### src/rtl/fan_tacho_monitor.sv
// Fan controller: filtered tacho edge counting over a fixed gate window, stall
// detection with a sticky alarm, and an 8-bit PWM drive with shadowed duty.
//
// state     | meaning
// S_RUN     | fan healthy, last window had enough tacho edges
// S_SUSPECT | one window below threshold, waiting for confirmation
// S_STALL   | two consecutive low windows, alarm asserted until cleared
module fan_tacho_monitor #(
  parameter int unsigned GATE_CYCLES = 1000000,
  parameter int unsigned STALL_MIN   = 4,
  parameter int unsigned PWM_DIV     = 1
) (
  input  logic        clk_1m_i,
  input  logic        rst_i,
  input  logic        fan_tacho_i,
  input  logic [7:0]  pwm_duty_i,
  input  logic        clr_stall_i,
  output logic        fan_pwm_o,
  output logic [15:0] tacho_count_o,
  output logic        count_valid_o,
  output logic        fan_stall_o
);

  localparam int GATE_W = (GATE_CYCLES > 1) ? $clog2(GATE_CYCLES) : 1;
  localparam logic [GATE_W-1:0] GATE_LAST   = GATE_W'(GATE_CYCLES - 1);
  localparam logic [15:0]       STALL_MIN_C = 16'(STALL_MIN);
  localparam logic [7:0]        DIV_LAST    = 8'(PWM_DIV - 1);

  typedef enum logic [1:0] {S_RUN, S_SUSPECT, S_STALL} state_e;

  logic [1:0]        sync_q;
  logic [1:0]        hist_q;
  logic              filt_q, filt_d;
  logic              tacho_rise;
  logic [GATE_W-1:0] gate_q, gate_d;
  logic              terminal;
  logic [15:0]       edge_cnt_q, edge_cnt_d;
  logic [15:0]       win_count;
  logic              window_ok;
  logic [15:0]       tacho_count_q, tacho_count_d;
  logic              count_valid_q;
  state_e            state_q, state_d;
  logic              clr_seen_q, clr_seen_d;
  logic [7:0]        div_q, div_d;
  logic              pwm_step;
  logic [7:0]        pwm_cnt_q, pwm_cnt_d;
  logic [7:0]        shadow_q, shadow_d;
  logic              fan_pwm_q, fan_pwm_d;

  // Filter output only moves when the last three synchronized samples agree.
  always_comb begin
    filt_d = filt_q;
    if (sync_q[1] && hist_q[0] && hist_q[1]) begin
      filt_d = 1'b1;
    end else if (!sync_q[1] && !hist_q[0] && !hist_q[1]) begin
      filt_d = 1'b0;
    end
  end

  assign tacho_rise = filt_d & ~filt_q;
  assign terminal   = (gate_q == GATE_LAST);

  // An edge on the terminal cycle still belongs to the window that is closing.
  always_comb begin
    win_count = edge_cnt_q;
    if (tacho_rise && (edge_cnt_q != 16'hFFFF)) begin
      win_count = edge_cnt_q + 16'd1;
    end
    window_ok     = (win_count >= STALL_MIN_C);
    edge_cnt_d    = terminal ? 16'd0 : win_count;
    gate_d        = terminal ? '0 : gate_q + GATE_W'(1);
    tacho_count_d = terminal ? win_count : tacho_count_q;
  end

  always_comb begin
    state_d    = state_q;
    clr_seen_d = clr_seen_q;
    case (state_q)
      S_RUN: begin
        if (terminal && !window_ok) state_d = S_SUSPECT;
      end
      S_SUSPECT: begin
        if (terminal) state_d = window_ok ? S_RUN : S_STALL;
      end
      S_STALL: begin
        if (clr_stall_i) clr_seen_d = 1'b1;
        if (terminal && window_ok && (clr_seen_q || clr_stall_i)) begin
          state_d    = S_RUN;
          clr_seen_d = 1'b0;
        end
      end
      default: begin
        state_d    = S_RUN;
        clr_seen_d = 1'b0;
      end
    endcase
  end

  // Duty is latched only as the counter wraps so a period never mixes duties.
  always_comb begin
    pwm_step  = (div_q == DIV_LAST);
    div_d     = pwm_step ? 8'd0 : div_q + 8'd1;
    pwm_cnt_d = pwm_step ? pwm_cnt_q + 8'd1 : pwm_cnt_q;
    shadow_d  = shadow_q;
    if (pwm_step && (pwm_cnt_q == 8'hFF)) shadow_d = pwm_duty_i;
    fan_pwm_d = (shadow_q == 8'hFF) || (pwm_cnt_q < shadow_q);
  end

  always_ff @(posedge clk_1m_i) begin
    if (rst_i) begin
      sync_q        <= 2'b00;
      hist_q        <= 2'b00;
      filt_q        <= 1'b0;
      gate_q        <= '0;
      edge_cnt_q    <= 16'd0;
      tacho_count_q <= 16'd0;
      count_valid_q <= 1'b0;
      state_q       <= S_RUN;
      clr_seen_q    <= 1'b0;
      div_q         <= 8'd0;
      pwm_cnt_q     <= 8'd0;
      shadow_q      <= 8'hFF;
      fan_pwm_q     <= 1'b1;
    end else begin
      sync_q        <= {sync_q[0], fan_tacho_i};
      hist_q        <= {hist_q[0], sync_q[1]};
      filt_q        <= filt_d;
      gate_q        <= gate_d;
      edge_cnt_q    <= edge_cnt_d;
      tacho_count_q <= tacho_count_d;
      count_valid_q <= terminal;
      state_q       <= state_d;
      clr_seen_q    <= clr_seen_d;
      div_q         <= div_d;
      pwm_cnt_q     <= pwm_cnt_d;
      shadow_q      <= shadow_d;
      fan_pwm_q     <= fan_pwm_d;
    end
  end

  assign fan_pwm_o     = fan_pwm_q;
  assign tacho_count_o = tacho_count_q;
  assign count_valid_o = count_valid_q;
  assign fan_stall_o   = (state_q == S_STALL);

endmodule

### config.mk
export PLATFORM = sky130hd
export DESIGN_NAME = fan_tacho_monitor
export DESIGN_NICKNAME = d
export VERILOG_FILES = /design/src/rtl/fan_tacho_monitor.sv
export SDC_FILE = /design/constraint.sdc
export NUM_CORES = 1
export LEC_CHECK = 0
export BUFFER_PORTS_ARGS = -buffer_cell sky130_fd_sc_hd__buf_2
export CAP_MARGIN = 20
export CORE_MARGIN = 4
export CORE_UTILIZATION = 40
export CTS_CLUSTER_DIAMETER = 60
export DETAILED_ROUTE_END_ITERATION = 8
export PLACE_DENSITY = 0.69
export SLEW_MARGIN = 20
export SYNTH_ARGS = -nofsm -noshare
export SYNTH_HDL_FRONTEND = slang
export SYNTH_SLANG_ARGS = --single-unit
### constraint.sdc
create_clock -name clk_1m_i -period 3.3 [get_ports clk_1m_i]
set_clock_uncertainty 0.2 [all_clocks]
set_input_delay 0 -clock clk_1m_i [delete_from_list [all_inputs] [get_ports clk_1m_i]]
set_output_delay 0 -clock clk_1m_i [all_outputs]
set_load 0.03 [all_outputs]
Yosys cells after proc, flatten, opt, wreduce, memory -nomap -nowiden
Index checks and enable logic that the tools add are counted.

Register bits: 86. Bits in latches: 0. RAM bits: 0. ROM bits: 0. Bits of input ports: 12. Output and inout bits: 19. Logic and storage cells: 65. Memories kept: 0.

$add $sub $neg: 4. $mul: 0. Div/mod/pow operators: 0. $lt $le $gt $ge: 2. Equality and inequality tests: 10. Shifts and indexed selects: 0. Muxes and demuxes: 11. Bitwise logic cells: 3. Reductions and logical operators: 22.

Operators with widths (number): $add A20 B1 Y20 const B (1); $eq A20 B20 Y1 const B (1); $add A16 B1 Y16 const B (1); $add A8 B1 Y8 const B (2); $eq A8 B8 Y1 const B (2); $ge A16 B3 Y1 const B (1); $mux W16 (1); $ne A16 B16 Y1 const B (1); $logic_and A1 B1 Y1 (9); $logic_not A8 Y1 (1); $lt A8 B8 Y1 (1); $mux W2 (4); $pmux W2 S3 (1); $reduce_or A2 Y1 (3); $logic_not A1 Y1 (4); $mux W1 (4); $ne A2 B2 Y1 const B (2); $ne A3 B2 Y1 const B (1); $reduce_and A3 Y1 (1); $eq A2 B1 Y1 const B (1); $eq A2 B2 Y1 const B (1); $logic_not A2 Y1 (1); $logic_or A1 B1 Y1 (2); $ne A2 B1 Y1 const B (1); other kinds (4) (5).

Longest topological paths before layout
Gate-level depths: netlist (run 1).

Depth after elaboration: 13. Depth in mapped cells: 9. Depth with buffers taken out: 8.

Worst setup path before layout (run 1)
OpenSTA, ideal clock, no wires.

Path kind: register -> register. Start point: reg div_q[0]. End point: reg shadow_q[1]. Library setup time: 0.144 ns. Arrival time: 2.052 ns. Required time: 2.956 ns. Setup slack: 0.904 ns. Cell stages (with the launch flop): 9. Path buffers: 1. Period minus slack after synthesis: 2.396 ns. Cell sequence: dfxtp_1 inv_1 ha_1 or4b_4 nor4_4 nand3_2 nor4_4 buf_6 o211ai_1.

Longest elaborated chain between the ends: 2.

RTL lines: start, declared (line 44) `logic [7:0] div_q, div_d;`; start signal, assigned (line 134) `div_q <= div_d;`; $logic_not A8 Y1 (line 101) `pwm_step = (div_q == DIV_LAST);`; $logic_and A1 B1 Y1 (line 105) `if (pwm_step && (pwm_cnt_q == 8'hFF)) shadow_d = pwm_duty_i;`; end signal, assigned (line 136) `shadow_q <= shadow_d;`; end, declared (line 47) `logic [7:0] shadow_q, shadow_d;`.

Every way passes these cells. A chain may end at the register's enable or synchronous reset.

Worst setup path in the final report (run 1)
Start point: reg div_q[0]. End point: reg shadow_q[7].

The elaborated chain is that of the path after synthesis.

==> results.ini, run 1 <==
[run_status]
outcome = complete, no violations

[floorplanning]
die_area_mm2 = 0.01122
chipWidth_um = 105.9
floorplan.initialDensity_pct = 41.31
core_area_mm2 = 0.009284
boundaryPins = 31
die-height_um = 105.9
std_cell_rows = 35

[flow_run]
number_of_maximum_capacitance_constraint_violations = 0

[cts]
cts_tree = built
cts_buffer_count = 9
tritoncts_num_sinks = 86
cts.clk_slew.worst_paths_ps = 80
post_cts_buffers = 0
cts_buffer_depth = 2
clock_latency_ps = 350
cts.root.buffer_cell = clkbuf_8
number_of_h_tree_levels = 3

[sta]
fin_setup_tns_ps = 0
final-setup-viol-count = 0
drv_slew = 0
fmax_ghz = 0.3824
final_worst_slack_ps = 684.9
worst_slew_pin_slew_ps = 697.6
final.period_utilization_pct = 79.25
grt_setup_unrepaired = no
period_needed_ps = 2615
hold_slack_ps = 198.2
finalHoldViolations = 0
relSlewSlack_pct = 53.49

[placement]
detailed_place_hpwl_mm = 5.182
gpl.final_weighted_congestion = 0.8772
placed_cells = 575
post-place-ws_ps = 698.3
port_buffers = 30

[finish]
final_nets = 492
post_route_cells_drive_above_1_share_pct = 13.77
postLayoutCoreUtil_pct = 47.71
finish.cell_count_without_fillers = 601
layout-area-overhead-vs-synth_pct = 15.50
antennaDiodeCount = 0
filler_cell_count = 935

[synth]
post_syn_nets = 452
synth_top_area_share_pct = 44.89
synth_area_leaders = dfxtp_1, nor2_1, xor2_1, xnor2_1, ha_1
synth_top_cells_by_count = dfxtp_1, nor2_1, xor2_1, nand2_1, xnor2_1
yosysTopAreaCell = dfxtp_1
most_used_standard_cell_by_instance_count_after_synthesis = dfxtp_1
synth-edff-count = 0
post_synth_instance_area_mm2 = 0.003835
seq_area_frac_synth_pct = 44.89
synthDistinctLibCells = 46
synth_ff_type = dfxtp_1
synth-seq-cells = 86
postSynthAreaPerCell_um2 = 8.960
yosysWarnings = 0
synthArstFlopShare_pct = 0
postSynthCellCount = 428

[global_route]
grt_start_max_net_pins = 39
via_count_of_the_first_global_routing_pass = 2895
gr-total-overflow = 0
globalRouteTotalUtil_pct = 14.01
antenna_found_initial = 0
grt_pass1_wl_mm = 12.93

[setup_path]
timing.critical_path.to_type = register
cp_max_fo = 10
crit_arrival_ps = 2630
cp-start-kind = register
path_class = register to register
crit_required_ps = 3310

[route]
final_ant_viol_nets = 0
drc_errors = 0
drtIter0Drc = 90
finalWirelength_mm = 7.476
drt_first_pass_iters = 4
viasPerCell = 5.003
dr_wl_cell_um = 12.44
via_count = 3007

[pwr]
powerDensity_mw_per_mm2 = 426.2
vdd_ir_drop_max_v = 0.0001779
cellLeakagePower_nw = 1.759

[min_path]
hold_path_class = primary input to register

-- area by class of cell --
type / count / area (um^2) / area share (%)
Timing Repair Buffer: 45 / 290.3 / 6.554
Clock inverter: 6 / 87.58 / 1.977
Inverter: 15 / 56.30 / 1.271
Sequential cell: 86 / 1722 / 38.87
Clock buffer: 9 / 123.9 / 2.797
Multi-Input combinational cell: 311 / 1988 / 44.89
Tap cell: 129 / 161.4 / 3.644
-- what timing repair did --
item | in CTS | in global routing
hold buffers | 11 | 0
endpoints found under the hold margin | 22 | 0
resized for setup | 0 | 0
-- worst max-delay path, stage by stage (launching register included) --
cell	delay, ps
dfxtp_1	350
inv_1	60
ha_1	130
or4b_4	460
nor4_4	360
nand3_2	170
nor4_4	390
buf_4	270
o211ai_1	90
-- layer usage --
metal	routed length, um	global-route usage, %
met2	3484	22.86
met5	0	0
met4	165	6.475
met3	157	3.279
met1	3668	17.55
-- cell families (layout without fill, tap and decap cells) --
| logic type | Yosys count | in the layout | share of synthesized area, % |
|---|---|---|---|
| and+or+nand+nor | 198 | 198 | 26.82 |
| muxes | 5 | 5 | 1.305 |
| DFF | 86 | 86 | 44.89 |
| AOI/OAI and AO/OA | 50 | 50 | 9.299 |
| buffers and inverters | 31 | 75 | 3.262 |
| xor gates and xnor gates | 46 | 46 | 10.51 |
| adders and majority gates | 12 | 12 | 3.915 |
-- per-stage QoR --
step                area, um^2  power (mW)
global route              4429       1.969
finish                    4429       1.888
floorplan                 3835       1.102
CTS                       4429       1.913
detailed placement        4108       1.119
global placement          4108       1.117
-- placed cells by master, fill, tap and decap left out, types with 12 or more instances in the layout --
cell / count
a211oi_1: 14
buf_2: 30
dfxtp_1: 86
ha_1: 12
inv_1: 15
nand2_1: 23
nand3_1: 17
nand4_1: 12
nor2_1: 79
xnor2_1: 21
xor2_1: 25
-- worst paths after layout --
check                             end  cells after the start            startpoint  slack, ps
max          shadow_q[7]$_SDFFE_PP1P_                      8   div_q[0]$_SDFF_PP0_        680
min          shadow_q[4]$_SDFFE_PP1P_                      4         pwm_duty_i[4]        200
max reg2reg  shadow_q[7]$_SDFFE_PP1P_                      8   div_q[0]$_SDFF_PP0_        680
min reg2reg      sync_q[1]$_SDFF_PP0_                      1  sync_q[0]$_SDFF_PP0_        260
-- flip-flops by register name, indices dropped and copies added (netlist names) --
| signal | cells |
|---|---|
| gate_q | 20 |
| edge_cnt_q | 16 |
| tacho_count_o | 16 |
| div_q | 8 |
| pwm_cnt_q | 8 |
| shadow_q | 8 |
| hist_q | 2 |
| state_q | 2 |
| sync_q | 2 |
| clr_seen_q | 1 |
| count_valid_o | 1 |
| fan_pwm_o | 1 |
| filt_q | 1 |
-- power by group --
group,switching (mW),internal (mW)
registers,0.00780,1.04
clock network,0.363,0.420
logic,0.0274,0.0243
total,0.399,1.49
Note: power is estimated with default switching activity, not from simulation.
==> inputs of run 2 (changes only) <==
- ABC_AREA: default -> 1
- PLACE_DENSITY: 0.69 -> 0.71
- clock period: 3.3 -> 2.4 ns (I/O delays scaled with it)
==> run 2 against run 1 <==
Against the previous run:
- hold slack improved by 15 ps
- clock power rose by 16%
- largest power group unchanged
- wire length rose by 16%
- core utilization rose by 0.46 points
- sequential power rose by 38%
- register-to-register slack got worse by 490 ps
- worst setup slack got worse by 490 ps
- final cell count rose by 27%
==> results.ini, run 2 <==
[synth]
synth-seq-cells = 86  ; unchanged
post_synthesis_compound_gate_area_fraction_pct = 8.274  ; -1.0 points
synthDistinctLibCells = 35  ; -24%
yosysWarnings = 0  ; unchanged
yosysTopAreaCell = dfxtp_1
synth-edff-count = 0  ; unchanged
post_synth_instance_area_mm2 = 0.004068  ; +6.1%
synthMuxAreaShare_pct = 0  ; -1.3 points
post_syn_nets = 601  ; +33%
largest_family_of_logic_cells_by_synthesized_area = simple AND/OR/NAND/NOR gates
most_used_standard_cell_by_instance_count_after_synthesis = nand2_1
synth-adder-area-share_pct = 3.691  ; -0.22 points
synth_ff_type = dfxtp_1
synthXorXnorAreaFrac_pct = 2.369  ; -8.1 points
postSynthCellCount = 577  ; +35%
postSynthAreaPerCell_um2 = 7.050  ; -21%
synth_area_leaders = dfxtp_1, nand2_1, inv_1, nor2_1, nand3_1
synth_top_cells_by_count = nand2_1, dfxtp_1, inv_1, nor2_1, nand3_1
seq_area_frac_synth_pct = 42.33  ; -2.6 points
yosys.area_share.simple_pct = 34.08  ; +7.3 points
synth_top_area_share_pct = 42.33  ; -2.6 points
synthArstFlopShare_pct = 0  ; unchanged

[cts]
cts_buffer_count = 9  ; unchanged
number_of_h_tree_levels = 3  ; unchanged
cts.clk_slew.worst_paths_ps = 90  ; about the same
tritoncts_num_sinks = 86  ; unchanged
cts_tree = built
cts.root.buffer_cell = clkbuf_8
cts_buffer_depth = 2  ; unchanged
clock_latency_ps = 350  ; about the same

[floorplanning]
boundaryPins = 31  ; unchanged
std_cell_rows = 36  ; +2.9%
die-height_um = 108.8  ; +2.8%
chipWidth_um = 108.8  ; +2.8%
core_area_mm2 = 0.009819  ; +5.8%
die_area_mm2 = 0.01185  ; +5.6%
floorplan.initialDensity_pct = 41.42  ; +0.12 points

[finish]
post_route_cells_drive_above_1_share_pct = 13.74  ; -0.027 points
regMostFlops = gate_q
final_nets = 652  ; +33%
largest_register_ffs = 20  ; unchanged
mostFrequentLayoutCell = nand2_1
layout-area-overhead-vs-synth_pct = 16.27
mostFrequentLayoutCells = nand2_1, inv_1, dfxtp_1
antennaDiodeCount = 0  ; unchanged

[setup_path]
path_class = register to register
reg2regPathDepth = 9  ; +1
crit_required_ps = 2440  ; -870 ps
crit_path_start = gate_q[0]$_SDFF_PP0_
cp_max_fo = 5  ; -5
timing.critical_path.to_type = register
cp-start-kind = register
regToRegStartpoint = gate_q[0]$_SDFF_PP0_
crit_arrival_ps = 2250  ; -380 ps

[pwr]
share_comb_of_total_power_pct = 3.2  ; +0.5 points
sequentialPowerShare_pct = 59.4  ; +3.6 points
clock_power_share_pct = 37.4  ; -4.1 points
power.total_mw = 2.433  ; +29%
power_switching_mw = 0.5778  ; +45%
power_switching_share_pct = 23.75  ; +2.6 points
powerDensity_mw_per_mm2 = 514.4  ; +21%
cellLeakagePower_nw = 1.950  ; +11%
vdd_ir_drop_max_v = 0.0002951  ; +66%
power_report.internal_total_mw = 1.855  ; +25%

[min_path]
hold_depth = 2  ; -2
hold_path_class = register to register
hold_path_startpoint = sync_q[0]$_SDFF_PP0_

[sta]
relSlewSlack_pct = 76.96  ; +23 points
fin_setup_tns_ps = 0  ; unchanged
drv_slew = 0  ; unchanged
finalHoldViolations = 0  ; unchanged
worst_slew_pin_slew_ps = 342.7  ; -354.9 ps
period_needed_ps = 2202  ; -412.7 ps
final.period_utilization_pct = 91.77  ; +13 points
fmax_ghz = 0.4540  ; +19%
final-setup-viol-count = 0  ; unchanged
grt_setup_unrepaired = no

[route]
drtIter0Drc = 220  ; +140%
viasPerCell = 4.836  ; -3.4%
drc_errors = 0  ; unchanged
via_count = 3704  ; +23%
drt_first_pass_iters = 4  ; unchanged
dr_wl_cell_um = 11.28  ; -9.3%
finalWirelength_mm = 8.639  ; +16%
final_ant_viol_nets = 0  ; unchanged

[placement]
port_buffers = 30  ; unchanged
detailed_place_hpwl_mm = 6.371  ; +23%
gpl.final_weighted_congestion = 0.8701  ; -0.81%

[flow_run]
number_of_maximum_capacitance_constraint_violations = 0  ; unchanged

[global_route]
globalRouteTotalUtil_pct = 15.73  ; +1.7 points
grt_start_max_net_pins = 20  ; -49%
antenna_found_initial = 0  ; unchanged
grt_pass1_wl_mm = 15.32  ; +19%
gr-total-overflow = 0  ; unchanged
via_count_of_the_first_global_routing_pass = 3585  ; +24%

[run_status]
outcome = complete, no violations

[run 2: worst paths after layout]
| check | slack (ps) | endpoint |
|---|---|---|
| max | 200 | gate_q[18]$_SDFF_PP0_ |
| min | 210 | sync_q[1]$_SDFF_PP0_ |
| max reg2reg | 200 | gate_q[18]$_SDFF_PP0_ |
| min reg2reg | 210 | sync_q[1]$_SDFF_PP0_ |
[run 2: power groups by stage]
| stage | Sequential (mW) | Clock (mW) | Combinational [mW] |
|---|---|---|---|
| finish | 1.45 | 0.909 | 0.0778 |
| global route | 1.45 | 0.998 | 0.0893 |
| CTS | 1.45 | 0.939 | 0.0762 |
| detailed placement | 1.48 | 0 | 0.0616 |
| global placement | 1.48 | 0 | 0.0592 |
| floorplan | 1.48 | 0 | 0.0395 |
[run 2: layer usage]
metal  vias up  global-route usage (%)  wire [um]
li1       1948                       -          -
met1      1667                   18.67       3934
met2        72                   28.51       4259
met3        17                   3.256        336
met4         0                   4.599        109
met5         -                       0          0
[run 2: cells by family after synthesis]
family,after synthesis
xor gates and xnor gates,11
AOI/OAI and AO/OA,63
and+or+nand+nor,307
buffers and inverters,98
DFF,86
adders and majority gates,12
[run 2: metrics by stage]
step | instances | worst slack, ps | instance area, um^2 | hold slack [ps] | utilization (%)
floorplan | 577 | 382.1 | 4068 | -93.03 | -
global placement | 738 | 162.6 | 4398 | 2.674 | 44.79
detailed placement | 738 | 96.10 | 4398 | 23.59 | 44.79
CTS | 766 | 74.77 | 4691 | 205.4 | 47.77
global route | 766 | 6.409 | 4730 | 238.9 | 48.17
finish | 766 | 197.6 | 4730 | 213.4 | 48.17
[run 2: final cells by class]
type	count	area, um^2
fill	1014	5090
multi-input combinational	393	1999
sequential	86	1724
timing repair buffer	50	334.1
inverter	88	332.8
tap	133	166.4
clock buffer	10	127.6
clock inverter	6	45.04
[run 2: what timing repair did]
item                       4_1_cts  5_1_grt
buffers inserted                 0        0
hold endpoints to repair        17        0
hold buffers                    12        0
gates resized for setup          0       15
setup endpoints to repair        0       23
[run 2: critical path, cell delays in order, from the launching register on]
cell,delay (ps)
dfxtp_1,380
ha_1,180
nand2_1,80
nor2_2,130
inv_1,80
nor4_2,250
nand3_1,210
or3_1,370
o21ai_0,160
a21oi_1,50
